File: src/rtl/cam_capture_rgb565.sv
// OV5640 DVP capture: input registering, post-configuration frame skip, RGB565 byte packing.
// Define CAPTURE_STATS_EN to add per-frame line/pixel size checking on a size_err output.
module cam_capture_rgb565 #(
   parameter int WAIT_FRAME = 10,
   parameter int H_PIXEL    = 1024,
   parameter int V_PIXEL    = 768
) (
   input  logic        sys_clk,
   input  logic        sys_rst_n,
   input  logic        cfg_done,
   input  logic        cam_vsync,
   input  logic        cam_href,
   input  logic [7:0]  cam_data,
   output logic        cmos_frame_vsync,
   output logic        cmos_frame_href,
   output logic        cmos_frame_valid,
   output logic [15:0] cmos_frame_data,
`ifdef CAPTURE_STATS_EN
   output logic        size_err,
`endif
   output logic        byte_err
);

   typedef enum logic [1:0] {
      WAIT_CFG,
      SKIP,
      RUN
   } state_t;

   localparam logic [7:0] WAIT_CNT = 8'(WAIT_FRAME);

   state_t     state;
   state_t     state_next;
   logic [7:0] frame_cnt;
   logic [7:0] frame_cnt_next;

   logic       vsync_d1;
   logic       vsync_d2;
   logic       href_d1;
   logic [7:0] data_d1;
   logic [7:0] data_hi;
   logic       phase;
   logic       vs_rise;
   logic       run;
   logic       pixel_done;

   assign vs_rise    = vsync_d1 & ~vsync_d2;
   assign run        = (state == RUN);
   assign pixel_done = href_d1 & phase;

   always_ff @(posedge sys_clk or negedge sys_rst_n) begin
      if (!sys_rst_n) begin
         vsync_d1 <= 1'b0;
         vsync_d2 <= 1'b0;
         href_d1  <= 1'b0;
         data_d1  <= 8'h00;
      end else begin
         vsync_d1 <= cam_vsync;
         vsync_d2 <= vsync_d1;
         href_d1  <= cam_href;
         data_d1  <= cam_data;
      end
   end

   always_ff @(posedge sys_clk or negedge sys_rst_n) begin
      if (!sys_rst_n) begin
         state     <= WAIT_CFG;
         frame_cnt <= 8'h00;
      end else begin
         state     <= state_next;
         frame_cnt <= frame_cnt_next;
      end
   end

   // The vs_rise that finds the counter at WAIT_CNT is itself the start of the first forwarded frame.
   always_comb begin
      state_next     = state;
      frame_cnt_next = frame_cnt;
      case (state)
         WAIT_CFG: begin
            frame_cnt_next = 8'h00;
            if (cfg_done) begin
               state_next = SKIP;
            end
         end
         SKIP: begin
            if (vs_rise) begin
               if (frame_cnt == WAIT_CNT) begin
                  state_next = RUN;
               end else begin
                  frame_cnt_next = frame_cnt + 8'd1;
               end
            end
         end
         RUN: begin
            state_next = RUN;
         end
         default: begin
            state_next     = WAIT_CFG;
            frame_cnt_next = 8'h00;
         end
      endcase
      if (!cfg_done) begin
         state_next     = WAIT_CFG;
         frame_cnt_next = 8'h00;
      end
   end

   always_ff @(posedge sys_clk or negedge sys_rst_n) begin
      if (!sys_rst_n) begin
         phase   <= 1'b0;
         data_hi <= 8'h00;
      end else if (href_d1) begin
         phase <= ~phase;
         if (!phase) begin
            data_hi <= data_d1;
         end
      end else begin
         phase <= 1'b0;
      end
   end

   // Gating uses the current state, so a cfg_done drop silences outputs one edge after it is seen.
   always_ff @(posedge sys_clk or negedge sys_rst_n) begin
      if (!sys_rst_n) begin
         cmos_frame_vsync <= 1'b0;
         cmos_frame_href  <= 1'b0;
         cmos_frame_valid <= 1'b0;
         cmos_frame_data  <= 16'h0000;
         byte_err         <= 1'b0;
      end else begin
         cmos_frame_vsync <= run & vsync_d1;
         cmos_frame_href  <= run & href_d1;
         cmos_frame_valid <= run & pixel_done;
         if (run && pixel_done) begin
            cmos_frame_data <= {data_hi, data_d1};
         end
         byte_err <= ~href_d1 & phase;
      end
   end

`ifdef CAPTURE_STATS_EN
   localparam logic [11:0] H_CNT = 12'(H_PIXEL);
   localparam logic [11:0] V_CNT = 12'(V_PIXEL);

   logic        href_d2;
   logic        href_fall;
   logic [11:0] pix_cnt;
   logic [11:0] line_cnt;
   logic        line_bad;

   assign href_fall = href_d2 & ~href_d1;

   // The entry vs_rise happens while still in SKIP, so the first frame boundary is never checked.
   always_ff @(posedge sys_clk or negedge sys_rst_n) begin
      if (!sys_rst_n) begin
         href_d2  <= 1'b0;
         pix_cnt  <= 12'h000;
         line_cnt <= 12'h000;
         line_bad <= 1'b0;
         size_err <= 1'b0;
      end else begin
         href_d2 <= href_d1;
         if (href_fall) begin
            pix_cnt <= 12'h000;
         end else if (pixel_done) begin
            pix_cnt <= pix_cnt + 12'd1;
         end
         if (vs_rise) begin
            line_cnt <= 12'h000;
         end else if (href_fall) begin
            line_cnt <= line_cnt + 12'd1;
         end
         size_err <= vs_rise & run & ((line_cnt != V_CNT) | line_bad);
         if (vs_rise || !run) begin
            line_bad <= 1'b0;
         end else if (href_fall && (pix_cnt != H_CNT)) begin
            line_bad <= 1'b1;
         end
      end
   end
`else
   logic unused_stats;
   assign unused_stats = ^{12'(H_PIXEL), 12'(V_PIXEL)};
`endif

endmodule

File: config.mk
export PLATFORM = sky130hd
export DESIGN_NAME = cam_capture_rgb565
export DESIGN_NICKNAME = d
export VERILOG_FILES = /design/src/rtl/cam_capture_rgb565.sv
export SDC_FILE = /design/constraint.sdc
export NUM_CORES = 1
export LEC_CHECK = 0
export BUFFER_PORTS_ARGS = -buffer_cell sky130_fd_sc_hd__buf_4
export CAP_MARGIN = 15
export CORE_MARGIN = 4
export CORE_UTILIZATION = 45
export DETAILED_ROUTE_END_ITERATION = 10
export PLACE_DENSITY = 0.69
export SLEW_MARGIN = 5
export SYNTH_ARGS = -nofsm -noshare
export SYNTH_HDL_FRONTEND = slang
export SYNTH_SLANG_ARGS = --single-unit
File: constraint.sdc
create_clock -name sys_clk -period 1.7 [get_ports sys_clk]
set_clock_uncertainty 0.1 [all_clocks]
set_input_delay 0.255 -clock sys_clk [delete_from_list [all_inputs] [get_ports sys_clk]]
set_output_delay 0.255 -clock sys_clk [all_outputs]
set_load 0.02 [all_outputs]
==> impl_results.md, run 1 <==
* Yosys top cell area share at 63.0%
* Crit path launch type: flop
* Die Area at 5540 sq um
* Number of global-route vias before repair at 1,445
* Clk root buf: clkbuf_8
* Die X-Extent at 74.4 um
* Total grt overflow at 0
* Synth Cell Area at 1990 sq um
* Starting density of the core at 47.9%
* CP arrival at 2.00 ns
* Clock transition at the registers of the reported paths at 0.09 ns
* Main flop type after synthesis: dfrtp_1
* Outcome: finished with violations
* Layout cell share with drive strength beyond 1 at 49.3%
* Routed wl met3 at 184 um
* Inserted Clock Buffers at 5
* RSZ-0062 raised after global routing: true
* Seq cells post-synth at 50
* Worst-margin pin slew at 0.602 ns
* DR top layer: met4
* Max-slew violation count at 0
* Total GRT Usage at 15.9%
* Final Setup Violations at 7
* Mapped Cells at 142
* Die height at 74.4 um
* Largest area contributor in the netlist: dfrtp_1
* Synth warn at 0
* Met2 wire length at 2120 um
* Leak pwr at 1.32 nW
* Cells on worst reg2reg path at 6
* Avg WL per Cell at 15.0 um
* Asr flop ratio synth at 100%
* Fin crit period at 1.92 ns
* H-tree level count at 2
* Skew-Pair Late Insertion Delay at 0.30 ns
* Post-route DRC at 0
* DRT Wirelength at 3920 um
* Max Cap Viol at 0
* CTS Sinks at 50
* Sequential fraction of the synthesis area at 63.0%
* Syn avg cell area at 14.0 sq um
* Slew margin rel. at 59.9%
* Area growth from synthesis to layout at 36.0%
* Post-route worst setup slack at -0.219 ns
* Critical Path Sink Type: flop
* Pwr Density at 1240 nW/um^2
* Hold Crit Depth at 2
* Final cycle utilization of the critical path at 113%
* Row count at 23
* Hold Vio Cnt, Final at 0
* HP Class: in2reg
* Core Area at 4140 sq um
* GP Congestion at 0.816
* Hold Slack at 0.151 ns
* Antenna-violating nets left at 0
* Via count at 1,362
* Sum of negative setup slack at -1.05 ns
* Post-synthesis cell type count at 31
* Total power draw at 3.36 mW
* Routed length on met1 at 1540 um
* Final HPWL DP at 2810 um
* I/O Pins at 33
* Vias per cell at 5.22
* Critical path type: reg2reg
* CTS tree: built
* Critical Path RT at 1.78 ns
* Largest cells by area after synthesis: dfrtp_1, mux2_2, ha_1
* Largest net degree at the start of global routing at 51
* Antenna diode instance count at 0
* Worst-path fanout max at 6
* Setup WS pre-CTS at -0.226 ns
* Failing checks: negative setup slack
* FMAX at 521 MHz
* Final non-filler cell total at 261
* Starting DRT DRC Count at 41
* Number of enable flip-flop cells after synthesis at 0
* I/O Buffers at 32
* Pre-antenna DRT Iters at 4
* Initial antenna violation count at 0
* Bufs on Longest Clock Path at 2
* First-pass GRT wire length at 6670 um
* Nets at 228
* Syn_nets at 160
* Placed insts at 239
* Peak supply drop at 0.924 mV
## metal layers
metal,vias up,global-route usage [%]
li1,635,-
met1,687,18.5
met2,32,28.9
met3,8,3.38
met4,0,5.53
met5,-,0
## repair_timing
item,4_1_cts,5_1_grt
buffers inserted,1,2
pin swaps,1,6
endpoints found under the setup margin,8,8
hold buffers,11,0
hold endpoints to repair,60,0
gates resized for setup,3,10
## cell families after synthesis
kind of cell / count (synthesis) / share of synthesized area (%)
DFF: 50 / 63.0
buffers and inverters: 8 / 1.58
AOI/OAI and AO/OA: 11 / 4.92
and+or+nand+nor: 41 / 12.2
adders and majority gates: 5 / 3.15
muxes: 27 / 15.1
## metrics by stage
stage          area, sq um  util, %
5_1_grt               2700     65.2
3_3_place_gp          2430     58.6
6_report              2700     65.2
4_1_cts               2650     64.0
3_5_place_dp          2430     58.6
2_1_floorplan         1990        -
## worst max-delay path, stage by stage (launching register included)
cell	delay, ns
dfrtp_1	0.40
inv_2	0.09
ha_4	0.12
or4b_4	0.47
o211a_4	0.27
and3b_1	0.17
o21a_1	0.17
## report_power, final
group	total [mW]	internal (mW)	switching [mW]
clock network	0.717	0.335	0.382
logic	1.10	0.556	0.540
registers	1.55	1.42	0.124
total	3.36	2.31	1.05
## synth_stat cells, types with 2 or more instances
library cell	instances
or2_2	3
nor2b_1	3
nand3_1	4
mux2_2	24
inv_1	5
clkbuf_1	2
o21a_1	2
and2_1	2
and3_1	2
nand4_1	4
nand2_1	11
ha_1	5
nor2_1	3
o21ai_1	2
o21ai_0	3
mux2i_1	3
dfrtp_1	50
## sequential cells by signal, summed over array words and instances (netlist names)
signal,count
vsync_d2,1
data_hi,8
frame_cnt,8
data_d1,8
cmos_frame_vsync,1
cmos_frame_valid,1
phase,1
state,2
cmos_frame_href,1
byte_err,1
vsync_d1,1
href_d1,1
cmos_frame_data,16
## worst paths after layout
path,start,end,slack [ns]
max,frame_cnt[0],frame_cnt[1],-0.22
min,cfg_done,frame_cnt[0],0.15
max reg2reg,frame_cnt[0],frame_cnt[1],-0.22
min reg2reg,href_d1,byte_err,0.34
max in group asynchronous,sys_rst_n,frame_cnt[2],0.68
min in group asynchronous,sys_rst_n,data_d1[3],0.42
## cells in the final DEF, fill, tap and decap left out, types with 2 or more instances in the layout
cell type	count
and2_1	2
buf_4	51
clkbuf_8	6
clkinv_4	2
dfrtp_1	50
dlygate4sd3_1	11
ha_1	3
inv_1	4
mux2_2	24
mux2i_1	3
nand2_1	9
nand2_2	2
nand3_1	4
nand4_1	4
nor2_1	2
nor2b_1	3
o21a_1	2
o21ai_0	2
o21ai_1	3
or2_2	3
or3b_4	2
## area by class of cell
| class | instances | area, sq um |
|---|---|---|
| fill | 315 | 1440 |
| multi-input combinational | 84 | 744 |
| clock inverter | 2 | 17.5 |
| sequential | 50 | 1250 |
| timing repair buffer | 64 | 524 |
| inverter | 5 | 18.8 |
| clock buffer | 6 | 82.6 |
| tap | 50 | 62.6 |
Power figures use the tool's default switching activity.
==> inputs of run 2 (changes only) <==
--- a/config.mk
+++ b/config.mk
@@ -10,7 +10,7 @@
 export CORE_MARGIN = 4
 export CORE_UTILIZATION = 45
 export DETAILED_ROUTE_END_ITERATION = 10
-export PLACE_DENSITY = 0.69
+export PLACE_DENSITY = 0.78
 export SLEW_MARGIN = 5
 export SYNTH_ARGS = -nofsm -noshare
 export SYNTH_HDL_FRONTEND = slang
==> impl_results.md, run 2 (synthesis results as in run 1) <==
* Final non-filler cell total at 260 (-0.38%)
* Area growth from synthesis to layout at 35.5%
* Peak supply drop at 0.534 mV (-42%)
* Inserted Clock Buffers at 5 (unchanged)
* CP arrival at 1.99 ns (about the same)
* Layout cell share with drive strength beyond 1 at 48.1% (-1.2 points)
* Sum of negative setup slack at -0.846 ns (+0.199 ns)
* FMAX at 538 MHz (+3.2%)
* Largest Register: cmos_frame_data
* Row count at 23 (unchanged)
* Fin crit period at 1.86 ns (-0.0592 ns)
* Nets at 228 (unchanged)
* Clock transition at the registers of the reported paths at 0.08 ns (about the same)
* CTS Sinks at 50 (unchanged)
* Leak pwr at 1.32 nW (about the same)
* Post-route DRC at 0 (unchanged)
* Pre-antenna DRT Iters at 4 (unchanged)
* Total grt overflow at 0 (unchanged)
* Reg2reg setup slack at -0.16 ns (+0.06 ns)
* Die Area at 5540 sq um (unchanged)
* CP peak stage delay at 0.46 ns (about the same)
* CTS tree: built
* Core Area at 4140 sq um (unchanged)
* Critical path type: reg2reg
* Max reg flops at 16 (unchanged)
* Max Cap Viol at 0 (unchanged)
* Starting density of the core at 47.9% (unchanged)
* HP Class: in2reg
* Critical path, cell by cell: inv_2 > ha_1 > or4b_4 > buf_4 > o41ai_4 > nand3_1 > o21ai_1
* Post-DP Area at 2410 sq um (-0.62%)
* H-tree level count at 2 (unchanged)
* Bufs on Longest Clock Path at 2 (unchanged)
* Worst-margin pin slew at 0.594 ns (-0.00801 ns)
* Vias per cell at 5.20 (-0.28%)
* Placed insts at 237 (-0.84%)
* Cell area after layout at 2690 sq um (-0.42%)
* Pwr Density at 1280 nW/um^2 (+3.3%)
* Die X-Extent at 74.4 um (unchanged)
* Skew-Pair Late Insertion Delay at 0.30 ns (about the same)
* Final Setup Violations at 7 (unchanged)
* Total GRT Usage at 15.4% (-0.49 points)
* I/O Buffers at 32 (unchanged)
* GP Congestion at 0.781 (-4.3%)
* Most common cell after layout, fill and taps aside: buf_4
* Largest net degree at the start of global routing at 51 (unchanged)
* RSZ-0062 raised after global routing: true
* Starting DRT DRC Count at 53 (+29%)
* Number of global-route vias before repair at 1,413 (-2.2%)
* Slowest CP cell: or4b_4
* Antenna diode instance count at 0 (unchanged)
* Worst-path fanout max at 4 (-2)
* CP bufs+invs at 2 (+1)
* Slew margin rel. at 60.4% (+0.53 points)
* Max-slew violation count at 0 (unchanged)
* Hold Vio Cnt, Final at 0 (unchanged)
* Clk root buf: clkbuf_8
* Fill count at 322 (+2.2%)
* Antenna-violating nets left at 0 (unchanged)
* Critical Path Sink Type: flop
* Crit path launch type: flop
* Most frequent cells in the layout: buf_4, dfrtp_1, mux2_2, dlygate4sd3_1, nand2_1
* Critical Path RT at 1.83 ns (+0.05 ns)
* Via count at 1,353 (-0.66%)
* Largest delay contributor family on the critical path: simple AND/OR/NAND/NOR gates
* Failing checks: negative setup slack
* First-pass GRT wire length at 6300 um (-5.5%)
* Avg WL per Cell at 15.0 um (about the same)
* Outcome: finished with violations
* Initial antenna violation count at 0 (unchanged)
* Final cycle utilization of the critical path at 109% (-3.5 points)
* Post-route worst setup slack at -0.159 ns (+0.0592 ns)
* DRT Wirelength at 3900 um (-0.38%)
* I/O Pins at 33 (unchanged)
* Final HPWL DP at 2690 um (-4.3%)
* Die height at 74.4 um (unchanged)
run 2: cell types whose count changed in the layout (fill, tap and decap cells not counted):
cell / delta
buf_4: +1
buf_6: -1
bufinv_16: +1
clkbuf_8: -1
clkinv_4: -1
ha_1: +1
ha_4: -1
nor2_1: +1
nor2_2: -1
run 2: metal layers:
layer / up-vias / global-route usage, % / wire [um]
li1: 633 / - / -
met1: 671 / 17.9 / 1590
met2: 37 / 26.0 / 1970
met3: 12 / 4.19 / 222
met4: 0 / 8.30 / 116
met5: - / 0 / 0
run 2: final timing paths:
check | start | end | cells past startpoint
max reg2reg | frame_cnt[0] | state[1] | 7
min in group asynchronous | sys_rst_n | cmos_frame_data[15] | 2
min reg2reg | vsync_d1 | vsync_d2 | 0
max | frame_cnt[0] | state[1] | 7
max in group asynchronous | sys_rst_n | cmos_frame_data[6] | 2
min | cfg_done | frame_cnt[1] | 2
run 2: worst reg2reg max path, stage by stage, from the launching register on:
cell and delay (ns):
dfrtp_1 0.40, inv_2 0.07, ha_1 0.13, or4b_4 0.46, buf_4 0.16, o41ai_4 0.27, nand3_1 0.11, o21ai_1 0.09
run 2: per-stage QoR:
step	utilization [%]	power (mW)	setup slack [ns]	hold slack, ns
after floorplan	-	2.14	-0.157	-0.141
after global placement	58.2	2.58	-0.134	0.194
after detailed placement	58.2	2.63	-0.185	0.207
after CTS	64.3	3.49	-0.163	0.137
after global routing	64.9	3.64	-0.238	0.132
final	64.9	3.46	-0.159	0.150
run 2: repair_timing:
| action | CTS | global route |
|---|---|---|
| endpoints found under the setup margin | 8 | 8 |
| gates resized for setup | 5 | 3 |
| pin swaps | 7 | 3 |
| hold endpoints to repair | 60 | 0 |
| setup buffers | 3 | 2 |
| hold buffers | 11 | 0 |
run 2: area by class of cell:
| class | count | area, sq um | share of cell area [%] |
|---|---|---|---|
| sequential | 50 | 1250 | 46.5 |
| multi-input combinational | 84 | 729 | 27.1 |
| timing repair buffer | 64 | 520 | 19.3 |
| clock buffer | 5 | 68.8 | 2.56 |
| tap | 50 | 62.6 | 2.33 |
| clock inverter | 2 | 38.8 | 1.44 |
| inverter | 5 | 18.8 | 0.698 |
run 2: power by group:
| part | leakage [nW] | total [mW] | internal [mW] | switching, mW |
|---|---|---|---|---|
| logic | 0.640 | 1.10 | 0.564 | 0.541 |
| registers | 0.631 | 1.54 | 1.42 | 0.120 |
| clock network | 0.0542 | 0.809 | 0.433 | 0.376 |
| total | 1.32 | 3.46 | 2.42 | 1.04 |
==> inputs of run 3 (changes only) <==
--- a/config.mk
+++ b/config.mk
@@ -9,8 +9,10 @@
 export CAP_MARGIN = 15
 export CORE_MARGIN = 4
 export CORE_UTILIZATION = 45
+export CTS_BUF_LIST = sky130_fd_sc_hd__clkbuf_4
 export DETAILED_ROUTE_END_ITERATION = 10
 export PLACE_DENSITY = 0.78
+export SKIP_LAST_GASP = 1
 export SLEW_MARGIN = 5
 export SYNTH_ARGS = -nofsm -noshare
 export SYNTH_HDL_FRONTEND = slang
==> impl_results.md, run 3 (synthesis results as in run 1) <==
* Outcome: finished with violations
* Failing checks: negative setup slack
* Final cycle utilization of the critical path at 110% (+0.35 points)
* Core Area at 4140 sq um (unchanged)
* Antenna diode instance count at 0 (unchanged)
* Peak supply drop at 0.562 mV (+5.3%)
* Reg2reg end: state[1]
* Critical path type: reg2reg
* Starting DRT DRC Count at 79 (+49%)
* Worst Min Path Start: cfg_done
* DRT Wirelength at 3860 um (-1.2%)
* Bufs on Longest Clock Path at 2 (unchanged)
* Critical Path Sink Type: flop
* Die X-Extent at 74.4 um (unchanged)
* Hold EP: frame_cnt[1]
* RSZ-0062 raised after global routing: true
* Critical Path RT at 1.89 ns (+0.06 ns)
* Setup WS pre-CTS at -0.185 ns (unchanged)
* Clk root buf: clkbuf_4
* Worst-margin pin slew at 0.601 ns (+0.00680 ns)
* Clock transition at the registers of the reported paths at 0.13 ns (+0.05 ns)
* Area growth from synthesis to layout at 33.9%
* Pwr Density at 1240 nW/um^2 (-3.1%)
* Die Area at 5540 sq um (unchanged)
* Leak pwr at 1.31 nW (-0.98%)
* CTS Sinks at 50 (unchanged)
* Final HPWL DP at 2690 um (unchanged)
* Die height at 74.4 um (unchanged)
* Inserted Clock Buffers at 5 (unchanged)
* Largest delay contributor family on the critical path: simple AND/OR/NAND/NOR gates
* Final Setup Violations at 7 (unchanged)
* Placed insts at 237 (unchanged)
* I/O Buffers at 32 (unchanged)
* Max reg flops at 16 (unchanged)
* Starting density of the core at 47.9% (unchanged)
* Vias per cell at 5.19 (-0.30%)
* Total grt overflow at 0 (unchanged)
* CTS tree: built
* Row count at 23 (unchanged)
* Most common cell after layout, fill and taps aside: buf_4
* GP Congestion at 0.781 (unchanged)
* Post-route worst setup slack at -0.165 ns (-0.00601 ns)
* Hold Vio Cnt, Final at 0 (unchanged)
* H-tree level count at 2 (unchanged)
* CP peak stage delay at 0.46 ns (about the same)
* Max Cap Viol at 0 (unchanged)
* Worst-path fanout max at 4 (unchanged)
* Footprint of the multi-input gates at 729 sq um (unchanged)
* Reg2reg setup slack at -0.17 ns (about the same)
* Antenna-violating nets left at 0 (unchanged)
* I/O Pins at 33 (unchanged)
* Layout cell share with drive strength beyond 1 at 48.1% (unchanged)
* Post-route DRC at 0 (unchanged)
* Fin crit period at 1.87 ns (+0.00601 ns)
* Avg WL per Cell at 14.8 um (-1.2%)
* HP Class: in2reg
* Number of global-route vias before repair at 1,397 (-1.1%)
* CP bufs+invs at 2 (unchanged)
* Largest net degree at the start of global routing at 51 (unchanged)
* Cells on worst reg2reg path at 7 (unchanged)
* Max-slew violation count at 0 (unchanged)
* Storage element area at 1250 sq um (unchanged)
* Fill count at 323 (+0.31%)
* CP arrival at 2.06 ns (+0.07 ns)
* Worst R2R Start: frame_cnt[0]
* Crit path launch type: flop
* Pre-antenna DRT Iters at 4 (unchanged)
* FMAX at 536 MHz (-0.32%)
* Skew-Pair Late Insertion Delay at 0.36 ns (+0.06 ns)
* Nets at 228 (unchanged)
* Final non-filler cell total at 260 (unchanged)
* Total GRT Usage at 15.1% (-0.34 points)
* Most frequent cells in the layout: buf_4, dfrtp_1, mux2_2, dlygate4sd3_1, nand2_1
* Largest Register: cmos_frame_data
* Slowest CP cell: or4b_4
* Slew margin rel. at 59.9% (-0.45 points)
* Critical path, cell by cell: inv_2 > ha_1 > or4b_4 > buf_4 > o41ai_4 > nand3_1 > o21ai_1
* Final core occ at 64.2% (-0.75 points)
* Via count at 1,349 (-0.30%)
* Initial antenna violation count at 0 (unchanged)
* First-pass GRT wire length at 6260 um (-0.65%)
* Crit path from: frame_cnt[0]
* Hold Crit Depth at 2 (unchanged)
-- run 3: cell count changes in the layout (fill, tap and decap cells not counted) --
| cell | previous run | this run |
|---|---|---|
| clkbuf_4 | 0 | 5 |
| clkbuf_8 | 5 | 0 |
-- run 3: power by group --
part           internal (mW)  total, mW  switching, mW
clock                  0.305      0.664          0.359
sequential              1.42       1.54          0.120
combinational          0.564       1.10          0.540
-- run 3: area by class of cell --
type | count | area share, %
clock buffer | 5 | 1.41
tap | 50 | 2.35
inverter | 5 | 0.706
sequential | 50 | 47.1
clock inverter | 2 | 1.46
multi-input combinational | 84 | 27.4
timing repair buffer | 64 | 19.6
-- run 3: what timing repair did --
item | 4_1_cts | 5_1_grt
hold buffers | 11 | 0
gates resized for setup | 5 | 3
endpoints found under the hold margin | 60 | 0
cloned | 0 | 0
endpoints found under the setup margin | 8 | 8
setup buffers | 3 | 2
pin swaps | 7 | 3
-- run 3: worst max-delay path by stage --
stage          cells past startpoint            to  slack, ns
2_1_floorplan                      6  frame_cnt[0]      -0.16
3_3_place_gp                       6  frame_cnt[0]      -0.13
3_5_place_dp                       6  frame_cnt[0]      -0.18
4_1_cts                            6  frame_cnt[1]      -0.17
5_1_grt                            7      state[1]      -0.25
6_report                           7      state[1]      -0.17
-- run 3: per-stage QoR --
stage	cell area, sq um	hold WS [ns]	power [mW]	setup TNS, ns
5_1_grt	2660	0.0504	3.49	-1.36
4_1_cts	2630	0.0667	3.34	-0.842
6_report	2660	0.0848	3.31	-0.882
2_1_floorplan	1990	-0.141	2.14	-0.358
3_5_place_dp	2410	0.207	2.63	-0.740
3_3_place_gp	2410	0.194	2.58	-0.457
-- run 3: per-layer routing --
| layer | GRT usage, % | wire [um] |
|---|---|---|
| met1 | 17.8 | 1570 |
| met2 | 25.8 | 1950 |
| met3 | 4.19 | 242 |
| met4 | 6.52 | 93 |
| met5 | 0 | 0 |
